### src/rtl/snitch_regfile_sb_pkg.sv
// Shared types, default sizing and the write-port priority helper for the
// Snitch register file with busy scoreboard.
package snitch_regfile_pkg;

  localparam int unsigned DEF_DATA_WIDTH     = 32;
  localparam int unsigned DEF_ADDR_WIDTH     = 5;
  localparam int unsigned DEF_NR_READ_PORTS  = 3;
  localparam int unsigned DEF_NR_WRITE_PORTS = 2;
  localparam int unsigned NUM_WORDS          = 2 ** DEF_ADDR_WIDTH;

  localparam int unsigned WP_IDX_W = (DEF_NR_WRITE_PORTS > 1) ? $clog2(DEF_NR_WRITE_PORTS) : 1;

  // Winning write port for one target: hit flag plus port index.
  typedef struct packed {
    logic                hit;
    logic [WP_IDX_W-1:0] idx;
  } wsel_t;

  // Highest-indexed asserted port wins when several ports target one word.
  function automatic wsel_t pick_write_port(input logic [DEF_NR_WRITE_PORTS-1:0] hits);
    wsel_t r;
    r = '0;
    for (int j = 0; j < DEF_NR_WRITE_PORTS; j++) begin
      if (hits[j]) begin
        r.hit = 1'b1;
        r.idx = WP_IDX_W'(j);
      end
    end
    return r;
  endfunction

endpackage

### src/rtl/snitch_regfile_sb_if.sv
// Issue/writeback-side bundle of the register file: read ports, write ports,
// claim handshake and the scoreboard view.
interface snitch_regfile_sb_if import snitch_regfile_pkg::*; #(
  parameter int unsigned DATA_WIDTH     = DEF_DATA_WIDTH,
  parameter int unsigned ADDR_WIDTH     = DEF_ADDR_WIDTH,
  parameter int unsigned NR_READ_PORTS  = DEF_NR_READ_PORTS,
  parameter int unsigned NR_WRITE_PORTS = DEF_NR_WRITE_PORTS
) ();

  logic [ADDR_WIDTH-1:0]      raddr_i [NR_READ_PORTS];
  logic [DATA_WIDTH-1:0]      rdata_o [NR_READ_PORTS];
  logic [NR_READ_PORTS-1:0]   rbusy_o;
  logic [ADDR_WIDTH-1:0]      waddr_i [NR_WRITE_PORTS];
  logic [DATA_WIDTH-1:0]      wdata_i [NR_WRITE_PORTS];
  logic [NR_WRITE_PORTS-1:0]  we_i;
  logic [NR_WRITE_PORTS-1:0]  wrel_i;
  logic                       claim_valid_i;
  logic [ADDR_WIDTH-1:0]      claim_addr_i;
  logic                       claim_ready_o;
  logic [2**ADDR_WIDTH-1:0]   busy_o;

  modport master (
    output raddr_i, waddr_i, wdata_i, we_i, wrel_i, claim_valid_i, claim_addr_i,
    input  rdata_o, rbusy_o, claim_ready_o, busy_o
  );

  modport slave (
    input  raddr_i, waddr_i, wdata_i, we_i, wrel_i, claim_valid_i, claim_addr_i,
    output rdata_o, rbusy_o, claim_ready_o, busy_o
  );

endinterface

### src/rtl/snitch_regfile_sb_scoreboard.sv
// Busy scoreboard: one bit per register, set by an accepted claim and cleared
// by a releasing writeback. A claim on a busy register is never accepted, so
// the only same-cycle set/clear overlap is on a free register, where set wins.
module snitch_regfile_scoreboard import snitch_regfile_pkg::*; #(
  parameter int unsigned ADDR_WIDTH     = DEF_ADDR_WIDTH,
  parameter int unsigned NR_WRITE_PORTS = DEF_NR_WRITE_PORTS,
  parameter bit          ZERO_REG_ZERO  = 1'b1
) (
  input  logic                     clk_i,
  input  logic                     rst_ni,
  input  logic                     claim_valid_i,
  input  logic [ADDR_WIDTH-1:0]    claim_addr_i,
  input  logic [2**ADDR_WIDTH-1:0] rel_i [NR_WRITE_PORTS],
  output logic                     claim_ready_o,
  output logic [2**ADDR_WIDTH-1:0] busy_o
);

  logic [2**ADDR_WIDTH-1:0] busy_q, busy_d, rel_any;

  assign claim_ready_o = !busy_q[claim_addr_i];
  assign busy_o        = busy_q;

  // Clear released words first, then apply an accepted claim on top.
  always_comb begin
    rel_any = '0;
    for (int j = 0; j < NR_WRITE_PORTS; j++) rel_any = rel_any | rel_i[j];
    busy_d = busy_q & ~rel_any;
    if (claim_valid_i && claim_ready_o && !(ZERO_REG_ZERO && claim_addr_i == '0))
      busy_d[claim_addr_i] = 1'b1;
  end

  // Scoreboard state; reset drops every outstanding claim.
  always_ff @(posedge clk_i or negedge rst_ni) begin
    if (!rst_ni) busy_q <= '0;
    else         busy_q <= busy_d;
  end

endmodule

### src/rtl/snitch_regfile_sb.sv
// Multi-write-port flip-flop register file with write-to-read bypass and a
// busy scoreboard for long-latency destinations.
module snitch_regfile_sb import snitch_regfile_pkg::*; #(
  parameter int unsigned DATA_WIDTH     = DEF_DATA_WIDTH,
  parameter int unsigned ADDR_WIDTH     = DEF_ADDR_WIDTH,
  parameter int unsigned NR_READ_PORTS  = DEF_NR_READ_PORTS,
  parameter int unsigned NR_WRITE_PORTS = DEF_NR_WRITE_PORTS,
  parameter bit          ZERO_REG_ZERO  = 1'b1,
  parameter bit          BYPASS         = 1'b1
) (
  input logic                clk_i,
  input logic                rst_ni,
  snitch_regfile_sb_if.slave bus
);

  localparam int unsigned NWORDS = 2 ** ADDR_WIDTH;

  logic [DATA_WIDTH-1:0]     mem_q [NWORDS];
  logic [DATA_WIDTH-1:0]     mem_d [NWORDS];
  logic [NR_WRITE_PORTS-1:0] whit  [NWORDS];
  wsel_t                     wsel  [NWORDS];
  logic [NWORDS-1:0]         rel_dec [NR_WRITE_PORTS];
  logic [NR_WRITE_PORTS-1:0] rhit  [NR_READ_PORTS];
  wsel_t                     rsel  [NR_READ_PORTS];
  logic [NWORDS-1:0]         busy;

  // Per-word write decode; word 0 is never a target when hard-wired to zero.
  always_comb begin
    for (int w = 0; w < NWORDS; w++) begin
      for (int j = 0; j < NR_WRITE_PORTS; j++) begin
        whit[w][j] = bus.we_i[j] && (bus.waddr_i[j] == ADDR_WIDTH'(w)) &&
                     !(ZERO_REG_ZERO && w == 0);
      end
    end
  end

  // Releasing writes, as one decoded word vector per port for the scoreboard.
  always_comb begin
    for (int j = 0; j < NR_WRITE_PORTS; j++) begin
      for (int w = 0; w < NWORDS; w++) begin
        rel_dec[j][w] = whit[w][j] && bus.wrel_i[j];
      end
    end
  end

  // Next array contents with highest-port-wins priority.
  always_comb begin
    for (int w = 0; w < NWORDS; w++) begin
      wsel[w]  = pick_write_port(whit[w]);
      mem_d[w] = wsel[w].hit ? bus.wdata_i[wsel[w].idx] : mem_q[w];
    end
  end

  // Data array.
  always_ff @(posedge clk_i or negedge rst_ni) begin
    if (!rst_ni) begin
      for (int w = 0; w < NWORDS; w++) mem_q[w] <= '0;
    end else begin
      for (int w = 0; w < NWORDS; w++) mem_q[w] <= mem_d[w];
    end
  end

  // Same-cycle write hits per read port (all-zero when bypass is disabled).
  always_comb begin
    for (int i = 0; i < NR_READ_PORTS; i++) begin
      for (int j = 0; j < NR_WRITE_PORTS; j++) begin
        rhit[i][j] = BYPASS && bus.we_i[j] && (bus.waddr_i[j] == bus.raddr_i[i]) &&
                     !(ZERO_REG_ZERO && bus.raddr_i[i] == '0);
      end
    end
  end

  // Read muxes: forwarded write data first, otherwise the stored word; a
  // same-cycle releasing write also hides the busy bit from the reader.
  always_comb begin
    for (int i = 0; i < NR_READ_PORTS; i++) begin
      rsel[i]        = pick_write_port(rhit[i]);
      bus.rdata_o[i] = rsel[i].hit ? bus.wdata_i[rsel[i].idx] : mem_q[bus.raddr_i[i]];
      bus.rbusy_o[i] = busy[bus.raddr_i[i]] && !(|(rhit[i] & bus.wrel_i));
    end
  end

  assign bus.busy_o = busy;

  snitch_regfile_scoreboard #(
    .ADDR_WIDTH     (ADDR_WIDTH),
    .NR_WRITE_PORTS (NR_WRITE_PORTS),
    .ZERO_REG_ZERO  (ZERO_REG_ZERO)
  ) i_scoreboard (
    .clk_i         (clk_i),
    .rst_ni        (rst_ni),
    .claim_valid_i (bus.claim_valid_i),
    .claim_addr_i  (bus.claim_addr_i),
    .rel_i         (rel_dec),
    .claim_ready_o (bus.claim_ready_o),
    .busy_o        (busy)
  );

endmodule

### src/flat_wrapper.sv
// flat-port wrapper written by rule: the top's interface ports become plain ports
module snitch_regfile_sb_flat import snitch_regfile_pkg::*;
#(
  parameter int unsigned DATA_WIDTH     = DEF_DATA_WIDTH,
  parameter int unsigned ADDR_WIDTH     = DEF_ADDR_WIDTH,
  parameter int unsigned NR_READ_PORTS  = DEF_NR_READ_PORTS,
  parameter int unsigned NR_WRITE_PORTS = DEF_NR_WRITE_PORTS,
  parameter bit          ZERO_REG_ZERO  = 1'b1,
  parameter bit          BYPASS         = 1'b1
)
  (clk_i, rst_ni, bus_raddr_i, bus_waddr_i, bus_wdata_i, bus_we_i, bus_wrel_i, bus_claim_valid_i, bus_claim_addr_i, bus_rdata_o, bus_rbusy_o, bus_claim_ready_o, bus_busy_o);
  snitch_regfile_sb_if #(.DATA_WIDTH(DATA_WIDTH), .ADDR_WIDTH(ADDR_WIDTH), .NR_READ_PORTS(NR_READ_PORTS), .NR_WRITE_PORTS(NR_WRITE_PORTS)) bus_i ();
  input logic clk_i;
  input logic rst_ni;
  input wire logic [$bits(bus_i.raddr_i)-1:0] bus_raddr_i;
  input wire logic [$bits(bus_i.waddr_i)-1:0] bus_waddr_i;
  input wire logic [$bits(bus_i.wdata_i)-1:0] bus_wdata_i;
  input wire logic [$bits(bus_i.we_i)-1:0] bus_we_i;
  input wire logic [$bits(bus_i.wrel_i)-1:0] bus_wrel_i;
  input wire logic [$bits(bus_i.claim_valid_i)-1:0] bus_claim_valid_i;
  input wire logic [$bits(bus_i.claim_addr_i)-1:0] bus_claim_addr_i;
  output wire logic [$bits(bus_i.rdata_o)-1:0] bus_rdata_o;
  output wire logic [$bits(bus_i.rbusy_o)-1:0] bus_rbusy_o;
  output wire logic [$bits(bus_i.claim_ready_o)-1:0] bus_claim_ready_o;
  output wire logic [$bits(bus_i.busy_o)-1:0] bus_busy_o;
  assign bus_i.raddr_i = {>>{bus_raddr_i}};
  assign bus_i.waddr_i = {>>{bus_waddr_i}};
  assign bus_i.wdata_i = {>>{bus_wdata_i}};
  assign bus_i.we_i = bus_we_i;
  assign bus_i.wrel_i = bus_wrel_i;
  assign bus_i.claim_valid_i = bus_claim_valid_i;
  assign bus_i.claim_addr_i = bus_claim_addr_i;
  assign bus_rdata_o = {>>{bus_i.rdata_o}};
  assign bus_rbusy_o = bus_i.rbusy_o;
  assign bus_claim_ready_o = bus_i.claim_ready_o;
  assign bus_busy_o = bus_i.busy_o;
  snitch_regfile_sb #(.DATA_WIDTH(DATA_WIDTH), .ADDR_WIDTH(ADDR_WIDTH), .NR_READ_PORTS(NR_READ_PORTS), .NR_WRITE_PORTS(NR_WRITE_PORTS), .ZERO_REG_ZERO(ZERO_REG_ZERO), .BYPASS(BYPASS)) u_core (.clk_i(clk_i), .rst_ni(rst_ni), .bus(bus_i));
endmodule
### config.mk
export PLATFORM = sky130hd
export DESIGN_NAME = snitch_regfile_sb_flat
export DESIGN_NICKNAME = d
export VERILOG_FILES = /design/src/rtl/snitch_regfile_sb_pkg.sv /design/src/rtl/snitch_regfile_sb_if.sv /design/src/rtl/snitch_regfile_sb_scoreboard.sv /design/src/rtl/snitch_regfile_sb.sv /design/src/flat_wrapper.sv
export SDC_FILE = /design/constraint.sdc
export NUM_CORES = 2
export LEC_CHECK = 0
export ABC_CLOCK_PERIOD_IN_PS = 2450
export CORE_MARGIN = 1
export CORE_UTILIZATION = 25
export DETAILED_ROUTE_END_ITERATION = 8
export GPL_TIMING_DRIVEN = 0
export PLACE_DENSITY = 0.38
export SYNTH_ARGS = -nofsm -noshare
export SYNTH_HDL_FRONTEND = slang
export SYNTH_SLANG_ARGS = --single-unit
export TNS_END_PERCENT = 30
### constraint.sdc
create_clock -name clk_i -period 2.45 [get_ports clk_i]
set_input_delay 0.245 -clock clk_i [delete_from_list [all_inputs] [get_ports clk_i]]
set_output_delay 0.245 -clock clk_i [all_outputs]
set_load 0.02 [all_outputs]
-- After elaboration in Yosys (flattened, before gate mapping)
Index checks and enable logic that the tools add are counted.
W data, S select, Z words.
- flip-flop bits (word level): 1024
- output and inout bits: 132
- word-level logic and storage cells: 536
- order comparisons: 42
- equal/unequal tests: 68
- multiplexer cells: 193
- bitwise operators: 44
- reduce and logical (&&, ||, !) cells: 157
- operators by type and width (cell ; number):
    $mux W32 ; 112
    $bmux W32 S5 ; 3
    $eq A5 B5 Y1 const B ; 32
    $logic_and A1 B1 Y1 ; 142
    $mux W2 ; 68
    $eq A5 B4 Y1 const B ; 16
    $ge A2 B2 Y1 const B ; 34
    $not A1 Y2 ; 34
    $or A32 B32 Y32 ; 2
    $eq A5 B3 Y1 const B ; 8
    $and A32 B32 Y32 ; 1
    $not A32 Y32 ; 1
    $eq A5 B5 Y1 ; 6
    $lt A5 B6 Y1 const B ; 4
    $bmux W1 S5 ; 4
    $eq A5 B2 Y1 const B ; 4
    $logic_not A5 Y1 ; 4
    $ge A6 B6 Y1 const B ; 3
    $not A5 Y6 ; 3
    $eq A5 B1 Y1 const B ; 2
    $logic_not A1 Y1 ; 8
    $and A2 B2 Y2 ; 3
    $reduce_or A2 Y1 ; 3
    $demux W1 S5 ; 1
    2 further kinds ; 6

-- Logic depth before layout (Yosys ltp)
- depth in word-level cells: 10
- gate-level depth with buffers: 10
- depth with buffers taken out: 5

-- By module
A second synthesis with hierarchy kept.
- cells, all modules: 7254
- area total of the unflattened synthesis: 74818.0 um2
- modules (own cells, without submodules) (module ; times used ; cells each ; area an instance (um2)):
    snitch_regfile_sb ; 1 ; 7093 ; 73112.6
    snitch_regfile_scoreboard ; 1 ; 161 ; 1705.4

-- Least setup slack after synthesis
Ideal clock, no wire load.
- path type: in2out
- start point: input bus_raddr_i[9]
- end point: output bus_rdata_o[46]
- arrival: 2438 ps
- required time: 2205 ps
- slack: -233 ps
- cell stages on the path: 9
- path buffers: 4
- cell sequence: buf_2 -> or4_1 -> o211a_1 -> buf_2 -> and2_1 -> buf_2 -> buf_2 -> nor3b_1 -> a221oi_1
- word-level cells in the longest chain between the ends: 9
- elaborated cells on any way between the ends: 19
- those cells by class: 2 x eq/ne; 9 x mux; 2 x bitwise; 6 x reduce/logical
- RTL lines (item ; RTL line ; source):
    from (decl) ; flat_wrapper.sv:15 ; input wire logic [$bits(bus_i.raddr_i)-1:0] bus_raddr_i;
    $eq A5 B5 Y1 / $logic_not A5 Y1 (equally long branches) ; snitch_regfile_sb.sv:67, snitch_regfile_sb.sv:68 ;
    $logic_and A1 B1 Y1 / $logic_not A1 Y1 (equally long branches) ; snitch_regfile_sb.sv:67, snitch_regfile_sb.sv:68 ;
    $logic_and A1 B1 Y1 ; snitch_regfile_sb.sv:67 ; rhit[i][j] = BYPASS && bus.we_i[j] && (bus.waddr_i[j] == bus.raddr_i[i]) &&
    $mux W2 ; snitch_regfile_sb_pkg.sv:24 ; if (hits[j]) begin
    $not A1 Y2 (implied by the code) ; snitch_regfile_sb.sv:78 ; bus.rdata_o[i] = rsel[i].hit ? bus.wdata_i[rsel[i].idx] : mem_q[bus.raddr_i[i]];
    $mux W32 (implied by the code) (3 in series) ; snitch_regfile_sb.sv:78 ;
    $mux W32 * ; snitch_regfile_sb.sv:78 ;
    to (decl) ; flat_wrapper.sv:22 ; output wire logic [$bits(bus_i.rdata_o)-1:0] bus_rdata_o;
Every way passes the cells marked *; elsewhere a longest branch is shown, timed or not. The select of a mux whose other input is x is not followed.

-- Final worst setup path
- start point: register u_core.mem_q[434] (netlist name)
- end point: output bus_rdata_o[18]
- word-level cells in the longest chain between the ends: 4
- RTL lines (item ; RTL line ; source):
    from (decl) ; snitch_regfile_sb.sv:18 ; logic [DATA_WIDTH-1:0] mem_q [NWORDS];
    $bmux W32 S5 ; snitch_regfile_sb.sv:78 ;
    $mux W32 (implied by the code) (2 in series) ; snitch_regfile_sb.sv:78 ;
    $mux W32 ; snitch_regfile_sb.sv:78 ;
No other way between the ends. The select of a mux whose other input is x is not followed.

==> qor.yml <==
die_area_mm2: 0.303
synth_cell_type_count: 54
fmax_ghz: 0.247
rows: 201
crit_required_ns: 2.20
grt_pass1_wl_um: 665000
ctsHoldBuffers: 8
ir_worst_vdd_mv: 0.392
dpl-instance-area_mm2: 0.0830
cp_cell_sequence: "mux4_2, mux4_2, and2_4, a31oi_2, a222oi_1, buf_2"
critPathSlowestCell: "a222oi_1"
comb_power_share_pct: 36.2
finalCriticalPeriod_ns: 4.06
async_reset_ff_share_pct: 100
reg2reg_depth: 4
fin_area_mm2: 0.0949
cellPowerDensity_mw_per_mm2: 829
intPower_mw: 47.8
cts-root-buf: "clkbuf_16"
rsz0062_at_grt: "yes"
synth_area_leaders: "dfrtp_1, mux4_2, mux2i_1"
seqPwrFrac_pct: 35.3
crit_path_start: "u_core.mem_q[434]$_DFFE_PN0P_"
clk_pin_slew_worst_paths_ns: 0.07
path_max_fanout: 3
violations: "hold timing, capacitance limit, slew limit, setup timing"
final_cells: 12000
crit_family: "compound AO/OA/AOI/OAI gates"
yosysWarnings: 0
setup-violations-final: 331
worst_hold_path_type: "in2async"
drt_pass1_iterations: 8
skew_ns: 0.0229
wl_um: 513000
gp_congestion: 1.03
syn-instance-count: 7385
final_common_cell: "mux2i_1"
cts_sinks: 1024
cts.path.max_buffers: 4
worst_slack_ns: -1.61
pre_cts_ws_ns: -4.92
cp-endpoint: "bus_rdata_o[18]"
antenna_found_initial: 38
power.total_mw: 78.6
status: "finished, violations left"
cp-end-kind: "output port"
pwr-share-clk_pct: 28.5
p_leak_nw: 38.5
holdWs_ns: -0.602
die_h_um: 550
synthFlopType: "dfrtp_1"
h-tree-depth: 4
synth_top_area_share_pct: 34.1
layout_common_cells: "mux2i_1, dfrtp_1, nor2_1"
dp.cells: 11600
max_cap_violations: 2
hpwlAfterDp_um: 415000
critPathLaunchType: "flop"
p_switching_mw: 30.8
drtIter0Drc: 9698
vias_per_cell: 5.92
netlist_area_mm2: 0.0752
utilization_pct: 31.7
core_area_mm2: 0.300
synth_nets: 7486
vias: 71100
cpMostUsedCell: "mux4_2"
start_util_pct: 25.1
overflow: 0
synth.avg_cell_area_um2: 10.2
grt_use_total_pct: 33.1
clk_latency_ns: 0.85
cp.arrival_ns: 3.81
die_w_um: 550
grt_pass1_vias: 67600
ys_ff_latch: 1024
final_nets: 8027
synth_top_area_cell: "dfrtp_1"
ant_nets: 0
drive_above_1_share_pct: 28.7
swShare_pct: 39.2
cp.depth: 6
slew_headroom_pct: -0.857
grt_max_degree: 152
fin_crit_sh_pct: 166
yosysSeqAreaShare_pct: 34.1
io_pins: 233
timing.rr.start: "u_core.i_scoreboard.busy_o[7]$_DFF_PN0_"
tns_ns: -99.89
cts_tree: "yes"
area_growth_pct: 26.1
hold_viol_final: 158
tightest_slew_ns: 1.51
critPathMaxStageDelay_ns: 1.23
port_buffers: 196
regToRegSetupSlack_ns: 0.04
r2r_end: "u_core.i_scoreboard.busy_o[6]$_DFF_PN0_"
synth_edf_count: 0
maxSlewViolCount: 2
post_drt_wl_per_cell_um: 42.7
crit_buf_inv: 1
critPathKind: "reg2out"
cts_made_buffers: 148
drcViolationCount: 0
## power by group through the flow
stage / Sequential, mW / Clock [mW] / Combinational (mW)
final: 27.8 / 22.4 / 28.4
after global routing: 28.1 / 23.1 / 29.4
after CTS: 27.3 / 22.6 / 27.0
after detailed placement: 27.5 / 0 / 24.3
after global placement: 27.3 / 0 / 23.7
after floorplan: 24.9 / 0 / 15.2
## final cells by class
cell class | instances | area [um2]
well taps | 3958 | 4950
clock inverters | 47 | 573
clock buffers | 203 | 4170
multi-input cells | 5398 | 49500
flip-flops and latches | 1024 | 25800
plain buffers | 898 | 5650
fillers | 30700 | 205000
repair buffers | 393 | 3960
diodes | 25 | 62.6
inverters | 63 | 249
## sequential cells by signal, summed over array words and instances (netlist names)
signal / flops
u_core.i_scoreboard.busy_o: 32
u_core.mem_q: 992
## worst min-delay path by stage
stage | start | end
4_1_cts | rst_ni | u_core.mem_q[870]$_DFFE_PN0P_
3_5_place_dp | rst_ni | u_core.mem_q[870]$_DFFE_PN0P_
2_1_floorplan | rst_ni | u_core.i_scoreboard.busy_o[0]$_DFFE_PN0N_
3_3_place_gp | u_core.mem_q[374]$_DFFE_PN0P_ | u_core.mem_q[374]$_DFFE_PN0P_
5_1_grt | rst_ni | u_core.mem_q[870]$_DFFE_PN0P_
6_report | rst_ni | u_core.mem_q[870]$_DFFE_PN0P_
## repair_timing
item / 4_1_cts / 5_1_grt
resized for setup: 1889 / 231
endpoints found under the hold margin: 134 / 125
pin swaps: 186 / 91
buffers inserted: 79 / 52
setup endpoints to repair: 1069 / 733
## metal layers
layer  part of all wire, %  global-route usage [%]
met5                 0.016                       0
met4                   7.9                    22.1
met3                   9.1                    8.45
met2                    43                    49.9
met1                    40                    41.7
## synth_stat cells, types with 59 or more instances
| library cell | count |
|---|---|
| nor4_1 | 63 |
| dfrtp_1 | 1024 |
| nand3_1 | 81 |
| o21ai_0 | 409 |
| buf_1 | 75 |
| o22ai_1 | 59 |
| buf_2 | 202 |
| nand2_1 | 670 |
| mux2_2 | 144 |
| a211oi_1 | 75 |
| mux2i_1 | 1265 |
| clkbuf_1 | 594 |
| a21oi_1 | 761 |
| inv_1 | 61 |
| nor2_1 | 751 |
| a22oi_1 | 92 |
| mux4_2 | 653 |
## cells by family after synthesis
logic type | Yosys count | share of synthesized area [%]
XOR/XNOR | 30 | 0.349
buffers and inverters | 963 | 5.30
AND/OR/NAND/NOR | 1678 | 9.16
flip-flops | 1024 | 34.1
AO/OA/AOI/OAI | 1628 | 12.6
multiplexers | 2062 | 38.5
Power figures use the tool's default switching activity.
